<file path="src/rtl/seg_disp_pkg.sv">
// Shared segment codes, BCD-to-7-seg lookup and controller state encoding
// for the scanned time/date display decoder.
package seg_disp_pkg;

  localparam logic [7:0] SEG_0     = 8'h3F;
  localparam logic [7:0] SEG_1     = 8'h06;
  localparam logic [7:0] SEG_2     = 8'h5B;
  localparam logic [7:0] SEG_3     = 8'h4F;
  localparam logic [7:0] SEG_4     = 8'h66;
  localparam logic [7:0] SEG_5     = 8'h6D;
  localparam logic [7:0] SEG_6     = 8'h7D;
  localparam logic [7:0] SEG_7     = 8'h07;
  localparam logic [7:0] SEG_8     = 8'h7F;
  localparam logic [7:0] SEG_9     = 8'h6F;
  localparam logic [7:0] SEG_DASH  = 8'h40;
  localparam logic [7:0] SEG_BLANK = 8'h00;

  typedef enum logic [1:0] {IDLE, CONV, STORE, COMMIT} state_t;

  function automatic logic [7:0] bcd_to_seg(input logic [3:0] digit);
    logic [7:0] seg;
    case (digit)
      4'd0:    seg = SEG_0;
      4'd1:    seg = SEG_1;
      4'd2:    seg = SEG_2;
      4'd3:    seg = SEG_3;
      4'd4:    seg = SEG_4;
      4'd5:    seg = SEG_5;
      4'd6:    seg = SEG_6;
      4'd7:    seg = SEG_7;
      4'd8:    seg = SEG_8;
      4'd9:    seg = SEG_9;
      default: seg = SEG_BLANK;
    endcase
    return seg;
  endfunction

endpackage

</file>
<file path="src/rtl/seg_scan_decoder_bin2bcd.sv">
// Iterative shift-add-3 binary to two-digit BCD converter, one bit per cycle.
// ovf flags a carry out of the tens digit, i.e. an input value above 99.
module bin2bcd_seq #(
  parameter int unsigned FIELD_W = 7
) (
  input  logic               CLK,
  input  logic               RESETN,
  input  logic               start,
  input  logic [FIELD_W-1:0] bin,
  output logic               done,
  output logic [7:0]         bcd,
  output logic               ovf
);

  localparam int unsigned CW = $clog2(FIELD_W + 1);

  logic [FIELD_W-1:0] sh_q;
  logic [7:0]         bcd_q;
  logic [CW-1:0]      cnt_q;
  logic               ovf_q;
  logic [7:0]         adj;

  always_comb begin
    adj[3:0] = (bcd_q[3:0] >= 4'd5) ? bcd_q[3:0] + 4'd3 : bcd_q[3:0];
    adj[7:4] = (bcd_q[7:4] >= 4'd5) ? bcd_q[7:4] + 4'd3 : bcd_q[7:4];
  end

  always_ff @(posedge CLK or negedge RESETN) begin
    if (!RESETN) begin
      sh_q  <= '0;
      bcd_q <= '0;
      cnt_q <= '0;
      ovf_q <= 1'b0;
    end else if (start) begin
      sh_q  <= bin;
      bcd_q <= '0;
      cnt_q <= CW'(FIELD_W);
      ovf_q <= 1'b0;
    end else if (cnt_q != '0) begin
      bcd_q <= {adj[6:0], sh_q[FIELD_W-1]};
      sh_q  <= {sh_q[FIELD_W-2:0], 1'b0};
      ovf_q <= ovf_q | adj[7];
      cnt_q <= cnt_q - CW'(1);
    end
  end

  // done marks the final shift cycle; bcd/ovf are valid from the next cycle
  assign done = (cnt_q == CW'(1));
  assign bcd  = bcd_q;
  assign ovf  = ovf_q;

endmodule

</file>
<file path="src/rtl/seg_scan_decoder.sv">
// Multi-field binary to 7-segment display decoder: one shared BCD converter,
// atomic shadow->display commit, parallel bus plus scanned output with blink.
module seg_scan_decoder
  import seg_disp_pkg::*;
#(
  parameter int unsigned NUM_FIELDS = 3,
  parameter int unsigned FIELD_W    = 7,
  parameter int unsigned SCAN_DIV   = 1000,
  parameter int unsigned BLINK_DIV  = 250
) (
  input  logic                          CLK,
  input  logic                          RESETN,
  input  logic [NUM_FIELDS*FIELD_W-1:0] IN_FIELDS,
  input  logic                          IN_VALID,
  output logic                          IN_READY,
  input  logic [NUM_FIELDS-1:0]         BLINK_MASK,
  output logic [16*NUM_FIELDS-1:0]      OUT_SEG_ALL,
  output logic [7:0]                    OUT_SEG,
  output logic [2*NUM_FIELDS-1:0]       OUT_COM
);

  localparam int unsigned NDIG   = 2 * NUM_FIELDS;
  localparam int unsigned DW     = 16 * NUM_FIELDS;
  localparam int unsigned FIDX_W = (NUM_FIELDS > 1) ? $clog2(NUM_FIELDS) : 1;
  localparam int unsigned DIG_W  = $clog2(NDIG);
  localparam int unsigned PRE_W  = (SCAN_DIV > 1) ? $clog2(SCAN_DIV) : 1;
  localparam int unsigned BLK_W  = (BLINK_DIV > 1) ? $clog2(BLINK_DIV) : 1;
  localparam logic [DW-1:0] DISP_RST = {NDIG{SEG_0}};

  state_t                        state, state_nx;
  logic [FIDX_W-1:0]             fidx, fidx_nx;
  logic [NUM_FIELDS*FIELD_W-1:0] fields_q;
  logic [DW-1:0]                 shadow_q, disp_q;
  logic                          last_field;
  logic [15:0]                   store_codes;

  logic               conv_start, conv_done, conv_ovf;
  logic [FIELD_W-1:0] conv_bin;
  logic [7:0]         conv_bcd;

  bin2bcd_seq #(.FIELD_W(FIELD_W)) u_bin2bcd (
    .CLK    (CLK),
    .RESETN (RESETN),
    .start  (conv_start),
    .bin    (conv_bin),
    .done   (conv_done),
    .bcd    (conv_bcd),
    .ovf    (conv_ovf)
  );

  // Field 0 is started straight from IN_FIELDS since the latch loads on the same edge
  always_comb begin
    state_nx   = state;
    fidx_nx    = fidx;
    conv_start = 1'b0;
    conv_bin   = IN_FIELDS[FIELD_W-1:0];
    last_field = (fidx == FIDX_W'(NUM_FIELDS - 1));
    case (state)
      IDLE: begin
        if (IN_VALID) begin
          conv_start = 1'b1;
          fidx_nx    = '0;
          state_nx   = CONV;
        end
      end
      CONV: begin
        if (conv_done) state_nx = STORE;
      end
      STORE: begin
        if (last_field) begin
          state_nx = COMMIT;
        end else begin
          fidx_nx    = fidx + FIDX_W'(1);
          conv_start = 1'b1;
          conv_bin   = fields_q[int'(fidx_nx)*FIELD_W +: FIELD_W];
          state_nx   = CONV;
        end
      end
      COMMIT:  state_nx = IDLE;
      default: state_nx = IDLE;
    endcase
  end

  assign store_codes = conv_ovf ? {SEG_DASH, SEG_DASH}
                                : {bcd_to_seg(conv_bcd[7:4]), bcd_to_seg(conv_bcd[3:0])};

  always_ff @(posedge CLK or negedge RESETN) begin
    if (!RESETN) begin
      state    <= IDLE;
      fidx     <= '0;
      fields_q <= '0;
      shadow_q <= DISP_RST;
      disp_q   <= DISP_RST;
    end else begin
      state <= state_nx;
      fidx  <= fidx_nx;
      if (state == IDLE && IN_VALID) fields_q <= IN_FIELDS;
      if (state == STORE) shadow_q[int'(fidx)*16 +: 16] <= store_codes;
      if (state == COMMIT) disp_q <= shadow_q;
    end
  end

  assign IN_READY    = (state == IDLE);
  assign OUT_SEG_ALL = disp_q;

  logic [PRE_W-1:0]  pre_q;
  logic [DIG_W-1:0]  dig_q, dig_nx;
  logic [BLK_W-1:0]  bcnt_q, bcnt_nx;
  logic              phase_q, phase_nx;
  logic              scan_wrap;
  logic [FIDX_W-1:0] fsel;
  logic [DW-1:0]     seg_src;
  logic [7:0]        seg_nx;

  // Scan output looks one step ahead and reads shadow during COMMIT, so a
  // commit landing on a scan step never shows a torn digit pair
  always_comb begin
    scan_wrap = (pre_q == PRE_W'(SCAN_DIV - 1));
    dig_nx    = dig_q;
    bcnt_nx   = bcnt_q;
    phase_nx  = phase_q;
    if (scan_wrap) begin
      dig_nx = (dig_q == DIG_W'(NDIG - 1)) ? '0 : dig_q + DIG_W'(1);
      if (bcnt_q == BLK_W'(BLINK_DIV - 1)) begin
        bcnt_nx  = '0;
        phase_nx = ~phase_q;
      end else begin
        bcnt_nx = bcnt_q + BLK_W'(1);
      end
    end
    fsel    = FIDX_W'(dig_nx >> 1);
    seg_src = (state == COMMIT) ? shadow_q : disp_q;
    seg_nx  = seg_src[int'(fsel)*16 + (dig_nx[0] ? 0 : 8) +: 8];
  end

  always_ff @(posedge CLK or negedge RESETN) begin
    if (!RESETN) begin
      pre_q   <= '0;
      dig_q   <= '0;
      bcnt_q  <= '0;
      phase_q <= 1'b0;
      OUT_COM <= NDIG'(1);
      OUT_SEG <= SEG_BLANK;
    end else begin
      pre_q   <= scan_wrap ? '0 : pre_q + PRE_W'(1);
      dig_q   <= dig_nx;
      bcnt_q  <= bcnt_nx;
      phase_q <= phase_nx;
      OUT_COM <= NDIG'(1) << dig_nx;
      OUT_SEG <= (phase_nx && BLINK_MASK[fsel]) ? SEG_BLANK : seg_nx;
    end
  end

endmodule

</file>
<file path="config.mk">
export PLATFORM = sky130hd
export DESIGN_NAME = seg_scan_decoder
export DESIGN_NICKNAME = d
export VERILOG_FILES = /design/src/rtl/seg_disp_pkg.sv /design/src/rtl/seg_scan_decoder_bin2bcd.sv /design/src/rtl/seg_scan_decoder.sv
export SDC_FILE = /design/constraint.sdc
export NUM_CORES = 1
export LEC_CHECK = 0
export BUFFER_PORTS_ARGS = -buffer_cell sky130_fd_sc_hd__buf_2
export CORE_MARGIN = 4
export CORE_UTILIZATION = 50
export DETAILED_ROUTE_END_ITERATION = 12
export PLACE_DENSITY = 0.76
export SYNTH_ARGS = -nofsm -noshare
export SYNTH_HDL_FRONTEND = slang
export SYNTH_HIERARCHICAL = 1
export SYNTH_SLANG_ARGS = --single-unit
</file>
<file path="constraint.sdc">
create_clock -name CLK -period 3 [get_ports CLK]
set_input_delay 0.15 -clock CLK [delete_from_list [all_inputs] [get_ports CLK]]
set_output_delay 0.15 -clock CLK [all_outputs]
set_load 0.005 [all_outputs]
</file>
**Word level (Yosys, flattened, before mapping)**

Memories as Yosys holds them, arrays and structs flattened.
Cells that the tools add are included.

- Memory bits (read-only): 224
- Memories: 2
- Output and inout port bits: 63
- Flip-flop bits (word level): 176
- Input bits: 27
- Word-level logic and storage cells: 91

- Magnitude comparators: 3
- Multipliers: 1
- Equality and inequality tests: 11
- Shift-type cells: 5
- Add/subtract/negate cells: 9
- Mux-type cells: 35
- Reduce and logical (&&, ||, !) cells: 8
- Bitwise logic cells: 2

Memories:

| memory | depth | width | rd ports | clocked after Yosys merged registers in | wr ports | line | text |
|---|---|---|---|---|---|---|---|
| (name not given) | 16 | 7 | 1 | 0 | 0 | seg_disp_pkg.sv:22 | `case (digit)` |
| (name not given) | 16 | 7 | 1 | 0 | 0 | seg_disp_pkg.sv:22 |  |

Operator list:

| cell | number |
|---|---|
| $bwmux 48 | 1 |
| $mux 48 | 1 |
| $shift 16x33->48 const A | 1 |
| $shiftx 16x33->48 | 1 |
| $shiftx 48x8->8 | 1 |
| $neg 6->33 | 1 |
| $mux 8 | 4 |
| $mux 7 | 4 |
| $shiftx 21x6->7 | 1 |
| $mux 16 | 1 |
| $mux 3 | 4 |
| $mux 4 | 3 |
| $add 10x1->10 const B | 1 |
| $eq 10x10->1 const B | 1 |
| $mux 10 | 1 |
| $mux 2 | 5 |
| $add 4x2->4 const B | 2 |
| $add 8x1->8 const B | 1 |
| $eq 8x8->1 const B | 1 |
| $ge 4x3->1 const B | 2 |
| $pmux 2 s4 | 1 |
| $add 6x4->7 | 1 |
| $mux 1 | 7 |
| $eq 2x2->1 const B | 3 |
| other kinds (21) | 25 |

**Logic depth before layout (Yosys ltp)**

- Depth in word-level cells: 7
- Gate-level depth with buffers: 10

**Hierarchy**

The synthesis kept the hierarchy.

Modules (own cells, without submodules):

| module | area each (um^2) | sequential area each (um^2) | times used | cells each |
|---|---|---|---|---|
| seg_scan_decoder | 7388.3 | 3870.0 | 1 | 689 |
| bin2bcd_seq | 1138.6 | 475.5 | 1 | 116 |

**Worst setup path after synthesis**

Ideal clock, no wire load.

- Kind: register -> register
- From: register fidx[0]
- To: register shadow_q[29]
- Arrival: 2.212 ns
- Path slack: 0.709 ns
- Stages on the path, launching flop included: 8
- Period minus slack after synthesis: 2.291 ns
- Cell sequence: dfrtp_1 > clkinv_1 > ha_1 > clkbuf_1 > nand2b_1 > or3_1 > clkbuf_1 > o21ai_0

- Word-level cells in the longest chain between the ends: 3
- Elaborated cells between the ends (all ways): 4
- Classes of those cells: 1 x add/sub; 2 x shift; 1 x mux

Ends and longest elaborated chain:

| item | line | text |
|---|---|---|
| start, declared | seg_scan_decoder.sv:31 | `logic [FIDX_W-1:0] fidx, fidx_nx;` |
| start signal, assigned | seg_scan_decoder.sv:96 | `fidx <= fidx_nx;` |
| $neg 6->33 * | seg_scan_decoder.sv:98 | `if (state == STORE) shadow_q[int'(fidx)*16 +: 16] <= store_codes;` |
| $shiftx 16x33->48 / $shift 16x33->48 (equally long branches) | seg_scan_decoder.sv:98 |  |
| $bwmux 48 * | seg_scan_decoder.sv:98 |  |
| end signal, assigned by index | seg_scan_decoder.sv:98 |  |
| end, declared | seg_scan_decoder.sv:33 | `logic [DW-1:0] shadow_q, disp_q;` |

Every way passes the cells marked *; elsewhere a longest branch is shown, timed or not.
A chain may end at the register's enable or synchronous reset.

**Worst setup path after layout**

- From: register pre_q[0]
- To: register OUT_SEG[4]

- Word-level cells in the longest chain between the ends: 6
- Elaborated cells between the ends (all ways): 10
- Classes of those cells: 1 x add/sub; 1 x eq/ne; 1 x shift; 6 x mux; 1 x reduce/logical

Ends and longest elaborated chain:

| item | line | text |
|---|---|---|
| start, declared | seg_scan_decoder.sv:106 | `logic [PRE_W-1:0] pre_q;` |
| start signal, assigned | seg_scan_decoder.sv:145 | `pre_q <= scan_wrap ? '0 : pre_q + PRE_W'(1);` |
| $eq 10x10->1 * | seg_scan_decoder.sv:118 | `scan_wrap = (pre_q == PRE_W'(SCAN_DIV - 1));` |
| $mux 3 | seg_scan_decoder.sv:122 | `if (scan_wrap) begin` |
| $mux 4 / $bmux 1 s2 (equally long branches) | seg_scan_decoder.sv:133, seg_scan_decoder.sv:150 |  |
| $add 6x4->7 / $mux 1 (equally long branches) | seg_scan_decoder.sv:133, seg_scan_decoder.sv:150 |  |
| $shiftx 48x8->8 / $logic_and 1x1->1 (equally long branches) | seg_scan_decoder.sv:133, seg_scan_decoder.sv:150 |  |
| $mux 8 * | seg_scan_decoder.sv:150 | `OUT_SEG <= (phase_nx && BLINK_MASK[fsel]) ? SEG_BLANK : seg_nx;` |
| end signal, assigned | seg_scan_decoder.sv:150 |  |
| end, declared | seg_scan_decoder.sv:18 | `output logic [7:0] OUT_SEG,` |

Every way passes the cells marked *; elsewhere a longest branch is shown, timed or not. The select of a mux whose other input is x is not followed.

==> metrics <==
DRC errors left 0; wire per inst 17.2 µm; CP Capture Type register; Die H 139 µm; final cell count without fillers 1149; final instance area 10000 µm²; ys async rst share 100%; Final nets 968; Die ar. 19200 µm²; Post-Route WL 19800 µm; vias per inst 5.55; number of synthesized flops with an enable pin 0; DPL Wire Length 13700 µm; Initial Util 51.2%; power density over the cells 782 nW/µm²; Net Count, Synth 857; Clock transition at path regs 0.07 ns; Post-Syn Area 8530 µm²; Ports 90; GRT Overall Usage 20.9%; row count 47; H-tree Lvls 4; FF+latch count, synth 170; GPL Wtd Cong 0.827; maximum fanout along the worst path 37; ant diodes 0; clock root cell clkbuf_16; # placed instances 1094; Peak Freq 0.426 GHz; vias in the first global route 6282; Mapped Cells 805; Slew Viols, Final 0; TritonCTS Sinks 170; post-cts repair resize count 0; area of the core 16600 µm²; relative slew slack 51.1%; CTS buffer count 17; fillers 1325; DR pass1 iterations 5; WP data required 3.30 ns; Worst IR Drop VDD 0.000517 V; DR iter-0 viols 384; Avg Synthesized Cell Area 10.6 µm²; HP Class in -> async; P_leak 4.92 nW; dpl cell area 9220 µm²; first-pass GRT wire length 32600 µm; outcome completed; Synth warnings 6; Max clock buf depth 2; crit path kind reg -> reg; minimum clock period 2.34 ns; largest net degree at the start of global routing 81; count of final setup violators 0; synthesis-to-layout area growth 17.5%; CP Launch Type register; grt ovf 0; worst slew pin tran 0.732 ns; Synth Flop Type dfrtp_1; IO buf count 89; fin crit share 78.2%; max cap viols 0; vias 6377; layout cell share with drive strength beyond 1 28.0%; Fin. Hold Viols 0; clk_lat worst skew 0.44 ns; Die X 139 µm; register area share after synthesis 51.0%; remaining antenna violation count 0; Netlist cell types 59; initial antenna violation count 0; TNS Setup 0 ns; CTS tree done; RSZ-0062 raised after global routing no; Worst Skew 0.00623 ns; CP arrival 2.64 ns
==> through the flow <==
stage | setup slack (ns) | util, % | hold WS [ns] | power (mW)
after global routing | 0.506 | 60.2 | 0.375 | 8.31
final | 0.655 | 60.2 | 0.314 | 7.84
after detailed placement | 0.688 | 55.4 | 0.232 | 5.72
after CTS | 0.687 | 60.2 | 0.332 | 7.88
after global placement | 0.784 | 55.4 | 0.232 | 5.65
after floorplan | 0.709 | - | -0.146 | 4.97
==> path summary, 6_finish.rpt <==
check | startpoint | endpoint | slack, ns | cells after the start
worst min-delay path | RESETN | bcnt_q[6] | 0.31 | 2
worst min register to register | shadow_q[43] | shadow_q[43] | 0.48 | 2
min in group CLK | IN_FIELDS[16] | fields_q[16] | 0.48 | 3
worst max-delay path | pre_q[0] | OUT_SEG[4] | 0.66 | 7
max in group asynchronous | RESETN | shadow_q[10] | 1.84 | 3
worst max register to register | pre_q[0] | OUT_SEG[4] | 0.66 | 7
==> cells in the final DEF, fill, tap and decap left out, types with 6 or more instances in the layout <==
cell type      synthesis  layout
nor3_1                11      11
inv_1                 60      60
o21ai_0               59      59
a31oi_1               11      11
o211a_1                7       7
xnor2_1                6       6
mux2i_1               61      61
nand3_1               22      22
or3_1                 12      12
dfrtp_1               97      97
a32oi_1                6       6
a22o_1                12      12
buf_4                  1      18
nand2b_1              18      18
dlygate4sd3_1          0      23
buf_2                  8      88
nand3b_1               9       9
o32a_1                 7       7
and2_1                 7       7
a21oi_1               30      30
ha_1                  25      25
nand2_1               81      80
nor2b_1               13      13
mux2_2                31      31
a2bb2oi_1              7       7
dfstp_2               73      73
clkbuf_16              0      18
nor2_1                39      39
==> registers in the layout, indices dropped and copies added (netlist names) <==
register and cells:
bcnt_q 8, pre_q 10, shadow_q 42, fidx 2, u_bin2bcd/ovf 1, OUT_COM 6
phase_q 1, fields_q 21, u_bin2bcd/bcd 8, OUT_SEG 8, OUT_SEG_ALL 48, u_bin2bcd/sh_q 7
dig_q 3, u_bin2bcd/cnt_q 3, state 2
==> cell type report <==
cell class              count  area (µm²)  area share (%)
inverters                  61         229            2.28
clock buffers              20         468            4.67
repair buffers            132         857            8.55
well taps                 220         275            2.75
flip-flops and latches    170        4350            43.4
clock inverters            12         104            1.04
multi-input cells         534        3740            37.4
==> cell families (layout without fill, tap and decap cells) <==
kind of cell	count (synthesis)	after routing	share of synthesized area (%)
mux	92	92	11.3
fa+ha+maj	25	25	3.67
flops	170	170	51.0
compound gates	177	177	14.4
xor+xnor	11	11	1.35
buf+inv	101	225	5.15
simple gates	229	229	13.3
==> synthesized netlist by cell type, drive strengths merged (8+ instances only) <==
library cell | number | area share, %
a21oi | 30 | 1.8
a22o | 12 | 1.2
a31oi | 11 | 0.81
and2 | 8 | 0.59
buf | 17 | 1.5
clkbuf | 23 | 1.0
dfrtp | 97 | 28
dfstp | 73 | 22
ha | 25 | 3.7
inv | 60 | 2.6
mux2 | 31 | 4.1
mux2i | 61 | 7.2
nand2 | 81 | 3.6
nand2b | 18 | 1.3
nand3 | 23 | 1.4
nand3b | 9 | 0.79
nor2 | 39 | 1.7
nor2b | 13 | 0.95
nor3 | 12 | 0.76
o21ai | 59 | 3.5
or3 | 12 | 0.88
==> timing repair <==
item	4_1_cts	5_1_grt
endpoints found under the hold margin	64	0
hold buffers	23	0
buffers inserted	0	0
==> routing by layer <==
metal  share of wire (%)  global-route usage [%]  wire length (µm)
met1                  45                    28.1              9000
met2                  48                    34.1              9500
met3                 4.8                    4.31               958
met4                 1.6                    7.02               323
met5                   0                       0                 0
==> critical path, cell delays in order (launching register included) <==
cell and delay [ns]:
dfrtp_1 0.39, ha_1 0.21, and4_1 0.30, and3_4 0.51, mux2i_1 0.34, buf_4 0.21
o32a_1 0.16, a31oi_1 0.09
==> power by group <==
group          internal (mW)  total (mW)  switching (mW)  leakage [nW]
sequential              2.82        3.22           0.400          2.02
clock                   1.16        2.13           0.975         0.282
combinational           1.15        2.49            1.33          2.62
(Power assumes the default switching activity.)
